`src/rtl/spu_pkg.sv`:
```
// rtl/spu_pkg.sv - shared types and constants for the dual-issue scoreboard
package spu_pkg;
    localparam int NUM_REGS = 128;
    localparam int ADDR_W   = 7;
    localparam int LAT_W    = 4;
    localparam int PERF_W   = 32;

    typedef logic [0:ADDR_W-1] reg_addr_t;
    typedef logic [0:LAT_W-1]  lat_t;

    typedef struct packed {
        logic       valid;
        reg_addr_t  ra;
        reg_addr_t  rb;
        reg_addr_t  rc;
        logic [0:2] src_use;
        reg_addr_t  rt;
        logic       wr;
        lat_t       lat;
    } issue_req_t;

    function automatic logic reads_reg(issue_req_t q, reg_addr_t r);
        return (q.src_use[0] && q.ra == r) ||
               (q.src_use[1] && q.rb == r) ||
               (q.src_use[2] && q.rc == r);
    endfunction
endpackage

```
`src/rtl/dual_issue_scoreboard_if.sv`:
```
// rtl/dual_issue_scoreboard_if.sv - even/odd issue request and grant bundle
interface dual_issue_scoreboard_if;
    import spu_pkg::*;

    logic       ep_valid;
    reg_addr_t  ep_ra;
    reg_addr_t  ep_rb;
    reg_addr_t  ep_rc;
    logic [0:2] ep_use;
    reg_addr_t  ep_rt;
    logic       ep_wr;
    lat_t       ep_lat;
    logic       op_valid;
    reg_addr_t  op_ra;
    reg_addr_t  op_rb;
    logic [0:1] op_use;
    reg_addr_t  op_rt;
    logic       op_wr;
    lat_t       op_lat;
    logic       op_first;
    logic       ep_issue;
    logic       op_issue;
    logic       stall;

    modport master (
        output ep_valid, ep_ra, ep_rb, ep_rc, ep_use, ep_rt, ep_wr, ep_lat,
        output op_valid, op_ra, op_rb, op_use, op_rt, op_wr, op_lat, op_first,
        input  ep_issue, op_issue, stall
    );

    modport slave (
        input  ep_valid, ep_ra, ep_rb, ep_rc, ep_use, ep_rt, ep_wr, ep_lat,
        input  op_valid, op_ra, op_rb, op_use, op_rt, op_wr, op_lat, op_first,
        output ep_issue, op_issue, stall
    );
endinterface

```
`src/rtl/sb_hazard_check.sv`:
```
// rtl/sb_hazard_check.sv - RAW/WAW hazard detection for one instruction
module sb_hazard_check
    import spu_pkg::*;
(
    input  issue_req_t req,
    input  lat_t       cnt [NUM_REGS],
    output logic       raw_haz,
    output logic       waw_haz,
    output logic       tracks
);
    assign raw_haz = (req.src_use[0] && cnt[req.ra] != '0) ||
                     (req.src_use[1] && cnt[req.rb] != '0) ||
                     (req.src_use[2] && cnt[req.rc] != '0);
    assign waw_haz = req.wr && cnt[req.rt] != '0;
    // a zero-latency write is bypassed elsewhere and never enters the scoreboard
    assign tracks  = req.valid && req.wr && req.lat != '0;
endmodule

```
`src/rtl/dual_issue_scoreboard.sv`:
```
// rtl/dual_issue_scoreboard.sv - dual-issue grant logic with per-register latency countdown
module dual_issue_scoreboard
    import spu_pkg::*;
(
    input  logic                     clock,
    input  logic                     reset,
    dual_issue_scoreboard_if.slave   bus,
    output logic [0:NUM_REGS-1]      busy_vec,
    output logic [0:PERF_W-1]        dual_cnt,
    output logic [0:PERF_W-1]        stall_cnt
);
    lat_t       cnt [NUM_REGS];
    issue_req_t req_e, req_o, old_q, young_q;
    logic       raw_e, waw_e, trk_e, raw_o, waw_o, trk_o;
    logic       old_haz, young_haz, intra_blk, old_gnt, young_gnt;

    assign req_e = '{valid: bus.ep_valid, ra: bus.ep_ra, rb: bus.ep_rb, rc: bus.ep_rc,
                     src_use: bus.ep_use, rt: bus.ep_rt, wr: bus.ep_wr, lat: bus.ep_lat};
    assign req_o = '{valid: bus.op_valid, ra: bus.op_ra, rb: bus.op_rb, rc: '0,
                     src_use: {bus.op_use, 1'b0}, rt: bus.op_rt, wr: bus.op_wr, lat: bus.op_lat};

    sb_hazard_check u_haz_e (.req(req_e), .cnt(cnt), .raw_haz(raw_e), .waw_haz(waw_e), .tracks(trk_e));
    sb_hazard_check u_haz_o (.req(req_o), .cnt(cnt), .raw_haz(raw_o), .waw_haz(waw_o), .tracks(trk_o));

    always_comb begin
        old_q     = bus.op_first ? req_o : req_e;
        young_q   = bus.op_first ? req_e : req_o;
        old_haz   = bus.op_first ? (raw_o || waw_o) : (raw_e || waw_e);
        young_haz = bus.op_first ? (raw_e || waw_e) : (raw_o || waw_o);
        // the younger may not read or overwrite what the older of the pair produces
        intra_blk = old_q.valid && old_q.wr &&
                    (reads_reg(young_q, old_q.rt) || (young_q.wr && young_q.rt == old_q.rt));
        old_gnt   = !reset && old_q.valid && !old_haz;
        young_gnt = !reset && young_q.valid && !young_haz && !intra_blk &&
                    (old_gnt || !old_q.valid);
        bus.ep_issue = bus.op_first ? young_gnt : old_gnt;
        bus.op_issue = bus.op_first ? old_gnt : young_gnt;
        bus.stall    = !reset && ((bus.ep_valid && !bus.ep_issue) ||
                                  (bus.op_valid && !bus.op_issue));
    end

    always_comb begin
        busy_vec = '0;
        for (int r = 0; r < NUM_REGS; r++) busy_vec[r] = (cnt[r] != '0);
    end

    always_ff @(posedge clock or posedge reset) begin
        if (reset) begin
            for (int r = 0; r < NUM_REGS; r++) cnt[r] <= '0;
        end else begin
            for (int r = 0; r < NUM_REGS; r++) begin
                if (bus.ep_issue && trk_e && req_e.rt == reg_addr_t'(r))
                    cnt[r] <= req_e.lat;
                else if (bus.op_issue && trk_o && req_o.rt == reg_addr_t'(r))
                    cnt[r] <= req_o.lat;
                else if (cnt[r] != '0)
                    cnt[r] <= cnt[r] - lat_t'(1);
            end
        end
    end

    always_ff @(posedge clock or posedge reset) begin
        if (reset) begin
            dual_cnt  <= '0;
            stall_cnt <= '0;
        end else begin
            if (bus.ep_issue && bus.op_issue && dual_cnt != '1)
                dual_cnt <= dual_cnt + PERF_W'(1);
            if (bus.stall && stall_cnt != '1)
                stall_cnt <= stall_cnt + PERF_W'(1);
        end
    end
endmodule

```
`src/flat_wrapper.sv`:
```
// flat-port wrapper written by rule: the top's interface ports become plain ports
module dual_issue_scoreboard_flat import spu_pkg::*;
  (clock, reset, busy_vec, dual_cnt, stall_cnt, bus_ep_valid, bus_ep_ra, bus_ep_rb, bus_ep_rc, bus_ep_use, bus_ep_rt, bus_ep_wr, bus_ep_lat, bus_op_valid, bus_op_ra, bus_op_rb, bus_op_use, bus_op_rt, bus_op_wr, bus_op_lat, bus_op_first, bus_ep_issue, bus_op_issue, bus_stall);
  dual_issue_scoreboard_if bus_i ();
  input  logic clock;
  input  logic reset;
  output logic [0:NUM_REGS-1] busy_vec;
  output logic [0:PERF_W-1] dual_cnt;
  output logic [0:PERF_W-1] stall_cnt;
  input wire logic [$bits(bus_i.ep_valid)-1:0] bus_ep_valid;
  input wire logic [$bits(bus_i.ep_ra)-1:0] bus_ep_ra;
  input wire logic [$bits(bus_i.ep_rb)-1:0] bus_ep_rb;
  input wire logic [$bits(bus_i.ep_rc)-1:0] bus_ep_rc;
  input wire logic [$bits(bus_i.ep_use)-1:0] bus_ep_use;
  input wire logic [$bits(bus_i.ep_rt)-1:0] bus_ep_rt;
  input wire logic [$bits(bus_i.ep_wr)-1:0] bus_ep_wr;
  input wire logic [$bits(bus_i.ep_lat)-1:0] bus_ep_lat;
  input wire logic [$bits(bus_i.op_valid)-1:0] bus_op_valid;
  input wire logic [$bits(bus_i.op_ra)-1:0] bus_op_ra;
  input wire logic [$bits(bus_i.op_rb)-1:0] bus_op_rb;
  input wire logic [$bits(bus_i.op_use)-1:0] bus_op_use;
  input wire logic [$bits(bus_i.op_rt)-1:0] bus_op_rt;
  input wire logic [$bits(bus_i.op_wr)-1:0] bus_op_wr;
  input wire logic [$bits(bus_i.op_lat)-1:0] bus_op_lat;
  input wire logic [$bits(bus_i.op_first)-1:0] bus_op_first;
  output wire logic [$bits(bus_i.ep_issue)-1:0] bus_ep_issue;
  output wire logic [$bits(bus_i.op_issue)-1:0] bus_op_issue;
  output wire logic [$bits(bus_i.stall)-1:0] bus_stall;
  assign bus_i.ep_valid = bus_ep_valid;
  assign bus_i.ep_ra = bus_ep_ra;
  assign bus_i.ep_rb = bus_ep_rb;
  assign bus_i.ep_rc = bus_ep_rc;
  assign bus_i.ep_use = bus_ep_use;
  assign bus_i.ep_rt = bus_ep_rt;
  assign bus_i.ep_wr = bus_ep_wr;
  assign bus_i.ep_lat = bus_ep_lat;
  assign bus_i.op_valid = bus_op_valid;
  assign bus_i.op_ra = bus_op_ra;
  assign bus_i.op_rb = bus_op_rb;
  assign bus_i.op_use = bus_op_use;
  assign bus_i.op_rt = bus_op_rt;
  assign bus_i.op_wr = bus_op_wr;
  assign bus_i.op_lat = bus_op_lat;
  assign bus_i.op_first = bus_op_first;
  assign bus_ep_issue = bus_i.ep_issue;
  assign bus_op_issue = bus_i.op_issue;
  assign bus_stall = bus_i.stall;
  dual_issue_scoreboard u_core (.clock(clock), .reset(reset), .bus(bus_i), .busy_vec(busy_vec), .dual_cnt(dual_cnt), .stall_cnt(stall_cnt));
endmodule
```
`config.mk`:
```
export PLATFORM = sky130hd
export DESIGN_NAME = dual_issue_scoreboard_flat
export DESIGN_NICKNAME = d
export VERILOG_FILES = /design/src/rtl/spu_pkg.sv /design/src/rtl/dual_issue_scoreboard_if.sv /design/src/rtl/sb_hazard_check.sv /design/src/rtl/dual_issue_scoreboard.sv /design/src/flat_wrapper.sv
export SDC_FILE = /design/constraint.sdc
export NUM_CORES = 2
export LEC_CHECK = 0
export ABC_AREA = 0
export CORE_ASPECT_RATIO = 2
export CORE_MARGIN = 2
export CORE_UTILIZATION = 57
export CTS_CLUSTER_DIAMETER = 80
export DETAILED_ROUTE_END_ITERATION = 6
export HOLD_SLACK_MARGIN = 0.05
export PLACE_DENSITY = 0.9
export SYNTH_ARGS = -nofsm -noshare
export SYNTH_HDL_FRONTEND = slang
export SYNTH_HIERARCHICAL = 1
export SYNTH_SLANG_ARGS = --single-unit
export TNS_END_PERCENT = 1
```
`constraint.sdc`:
```
create_clock -name clock -period 26.4 [get_ports clock]
set_input_delay 5.28 -clock clock [delete_from_list [all_inputs] [get_ports clock]]
set_output_delay 5.28 -clock clock [all_outputs]
set_load 0.01 [all_outputs]
```
==> impl_metrics.py <==
metrics = {
    "run_status": {
        "status": "finished with violations",
        "violations": "design-rule violations, max-capacitance violations, max-slew violations",
    },
    "global_route": {
        "grt_max_degree": 146,
        "overflow": 0,
        "grt_usage_pct": 58.9,
        "grt_pass1_vias": 61600,
        "antenna_found_initial": 40,
        "grt_pass1_wl_um": 432000,
    },
    "cts": {
        "ctsResizeCount": 0,
        "cts_buffer_depth": 3,
        "ctsHoldBuffers": 0,
        "clkLatencyLatePin_ps": 720,
        "clk_pin_slew_worst_paths_ps": 70,
        "cts_made_buffers": 56,
        "cts-root-buf": "clkbuf_16",
        "cts_tree": "built",
        "cts_setup_buffers": 0,
        "cts.htree.levels": 2,
        "cts_sinks": 576,
    },
    "detailed_routing": {
        "drt_iter0_markers": 10300,
        "postRouteAntennaNets": 0,
        "vias_per_cell": 8.10,
        "wl_per_cell_um": 38.1,
        "drc_errors": 81,
        "wirelength_um": 305000,
        "dr.pass1.iters": 7,
        "num_vias": 64800,
    },
    "logic_synthesis": {
        "ys_async_sr_fraction_pct": 100,
        "synth_edf_count": 0,
        "netlist_area_um2": 56600,
        "synthFlopType": "dfrtp_1",
        "ys_ff_latch": 576,
        "ys_seq_area_share_pct": 25.5,
        "avgSynthCellArea_um2": 8.49,
        "synthDistinctLibCells": 88,
        "yosys_warnings": 6,
        "syn_inst": 6669,
    },
    "power_and_ir_drop": {
        "seqPwrFrac_pct": 30.2,
        "clockPowerShare_pct": 12.0,
        "comb_power_share_pct": 57.8,
        "sw_frac_of_total_pct": 48.6,
        "switching_power_uw": 3710,
        "p_leak_uw": 0.0228,
        "power.internal_uw": 3930,
        "p_per_area_nw_per_um2": 124,
        "ir_drop_v": 0.0000967,
    },
    "timing": {
        "slew_violations": 9,
        "max_freq_ghz": 0.0581,
        "tightest_slew_ps": 1750,
        "timing.final.crit_share_pct": 65.2,
        "hold_viol_final": 0,
        "setup_viol": 0,
        "rsz0062_at_grt": "false",
        "finalClockSkew_ps": 26.7,
        "setup_tns_ps": 0,
        "period_needed_ps": 17210,
        "worst_slack_ps": 9190,
        "slew_headroom_pct": -17.8,
    },
    "worst_setup_path": {
        "critPathArrivalTime_ps": 11930,
        "end_kind": "output pin",
        "cp_slowest_stage_delay_ps": 830,
        "cp-start-kind": "input pin",
        "critPathMaxFanout": 32,
        "path_class": "in2out",
        "cp_data_required_time_ps": 21120,
        "critPathSlowestCell": "a2bb2oi_1",
        "cp_cell_sequence": "buf_2, buf_4, inv_1, and2_0, a211oi_1, a311oi_1, o21ai_0, nand4_1, nor4_1, o211ai_1, nor2_1, nand3_1, a211oi_1, and4_4, buf_4, a2bb2oi_1, nor2_1, clkdlybuf4s50_1",
    },
    "floorplan": {
        "io_pins": 264,
        "die_height_um": 450,
        "dieArea_um2": 102000,
        "num_rows": 163,
        "floorplan.initialDensity_pct": 57.4,
        "core-area_um2": 98500,
        "die_x_um": 227,
    },
    "layout": {
        "drive_gt1_share_pct": 9.20,
        "nets": 6931,
        "area_delta_synth_final_pct": 9.19,
        "postLayoutCoreUtil_pct": 62.7,
        "fillers": 8226,
        "finalNonFillerCells": 8002,
    },
    "run": {
        "max-cap-violations": 4,
    },
    "placed_design": {
        "port_buffers": 263,
        "place_congestion": 1.14,
        "dpl.hpwl_um": 212000,
        "place_ws_ps": 9670,
        "dp.cells": 7865,
    },
    "hold_path": {
        "hold_class": "reg2reg",
    },
}
==> cell families (layout without fill, tap and decap cells) <==
| logic type | Yosys count | in the layout | synth area share, % |
|---|---|---|---|
| AOI/OAI and AO/OA | 2157 | 2157 | 27.3 |
| adders and majority gates | 258 | 258 | 5.70 |
| DFF | 576 | 576 | 25.5 |
| other | 1 | 53 | 0.00663 |
| muxes | 336 | 336 | 10.0 |
| and+or+nand+nor | 1982 | 1982 | 18.2 |
| buffers and inverters | 1008 | 969 | 7.83 |
| xor gates and xnor gates | 351 | 351 | 5.43 |
==> area by class of cell <==
class	count	area, um2	area share (%)
multi-input cells	5104	38100	61.7
flip-flops and latches	576	14400	23.3
repair buffers	444	3950	6.39
well taps	1320	1650	2.67
clock buffers	73	1600	2.58
inverters	422	1590	2.58
clock inverters	30	394	0.638
diodes	33	82.6	0.134
==> critical path: cells and delay by family <==
family,cells,cell delay (ps)
buf+inv,5,2840
compound gates,6,1880
simple gates,7,1860
==> synth_stat cells, types with 114 or more instances <==
master,n,area (um2)
ha_1,258,3230
clkbuf_1,284,1070
o31a_1,316,2770
o31ai_1,123,923
o221ai_1,443,3880
xor2_1,154,1350
o21ai_0,494,2470
a21oi_1,274,1370
inv_1,417,1570
buf_2,216,1080
dfrtp_1,576,14400
mux4_2,156,3510
nand2_1,405,1520
nor3b_1,137,1030
xnor2_1,197,1730
a211oi_1,114,856
nor2_1,316,1190
or3_1,140,876
nor3_1,375,1880
nor4_1,286,1790
==> layout by cell type, fill, tap and decap left out, drive strengths merged, types with 174 or more instances in the layout <==
master and n:
dfrtp 576, a21oi 274, nor3 375, nor2 318, o21ai 538, nor4 291
clkdlybuf4s50 242, inv 425, o221ai 443, ha 258, o31a 316, buf 202
nand2 405, mux4 174, xnor2 197
==> worst paths after layout <==
| kind | slack [ps] | from | end | cells past startpoint |
|---|---|---|---|---|
| worst max-delay path | 9190 | bus_op_ra[0] | bus_stall | 18 |
| worst min-delay path | 500 | u_core/stall_cnt[1] | u_core/stall_cnt[1] | 1 |
| worst max register to register | 18660 | u_core/cnt[458] | u_core/cnt[9] | 18 |
| worst min register to register | 500 | u_core/stall_cnt[1] | u_core/stall_cnt[1] | 1 |
| max in group asynchronous | 18720 | reset | u_core/cnt[370] | 4 |
| min in group asynchronous | 5280 | reset | u_core/stall_cnt[3] | 2 |
==> power groups by stage <==
| stage | logic [uW] | clock network (uW) | registers [uW] |
|---|---|---|---|
| 2_1_floorplan | 3080 | 0 | 1880 |
| 3_3_place_gp | 4000 | 0 | 2220 |
| 3_5_place_dp | 4170 | 0 | 2250 |
| 4_1_cts | 4220 | 907 | 2230 |
| 5_1_grt | 4730 | 940 | 2330 |
| 6_report | 4420 | 914 | 2310 |
==> layer usage <==
| metal | up-vias | global-route usage (%) | wire length [um] |
|---|---|---|---|
| met5 | - | 0.978 | 190 |
| met4 | 16 | 62.9 | 43000 |
| met3 | 2487 | 25.4 | 42100 |
| met2 | 5999 | 85.6 | 127000 |
| met1 | 30600 | 60.2 | 92200 |
| li1 | 25700 | - | - |
==> registers in the layout, summed over array words and instances (netlist names) <==
name and cells:
u_core/stall_cnt 32, u_core/dual_cnt 32, u_core/cnt 512
==> stage by stage <==
| step | power, uW | hold WS [ps] | area [um2] |
|---|---|---|---|
| CTS | 7360 | 493 | 61700 |
| finish | 7640 | 499 | 61800 |
| detailed placement | 6420 | 480 | 59700 |
| global placement | 6220 | 471 | 59700 |
| global route | 8010 | 505 | 61700 |
| floorplan | 4960 | 515 | 56700 |
No activity file was read; power rests on OpenSTA's default activity.
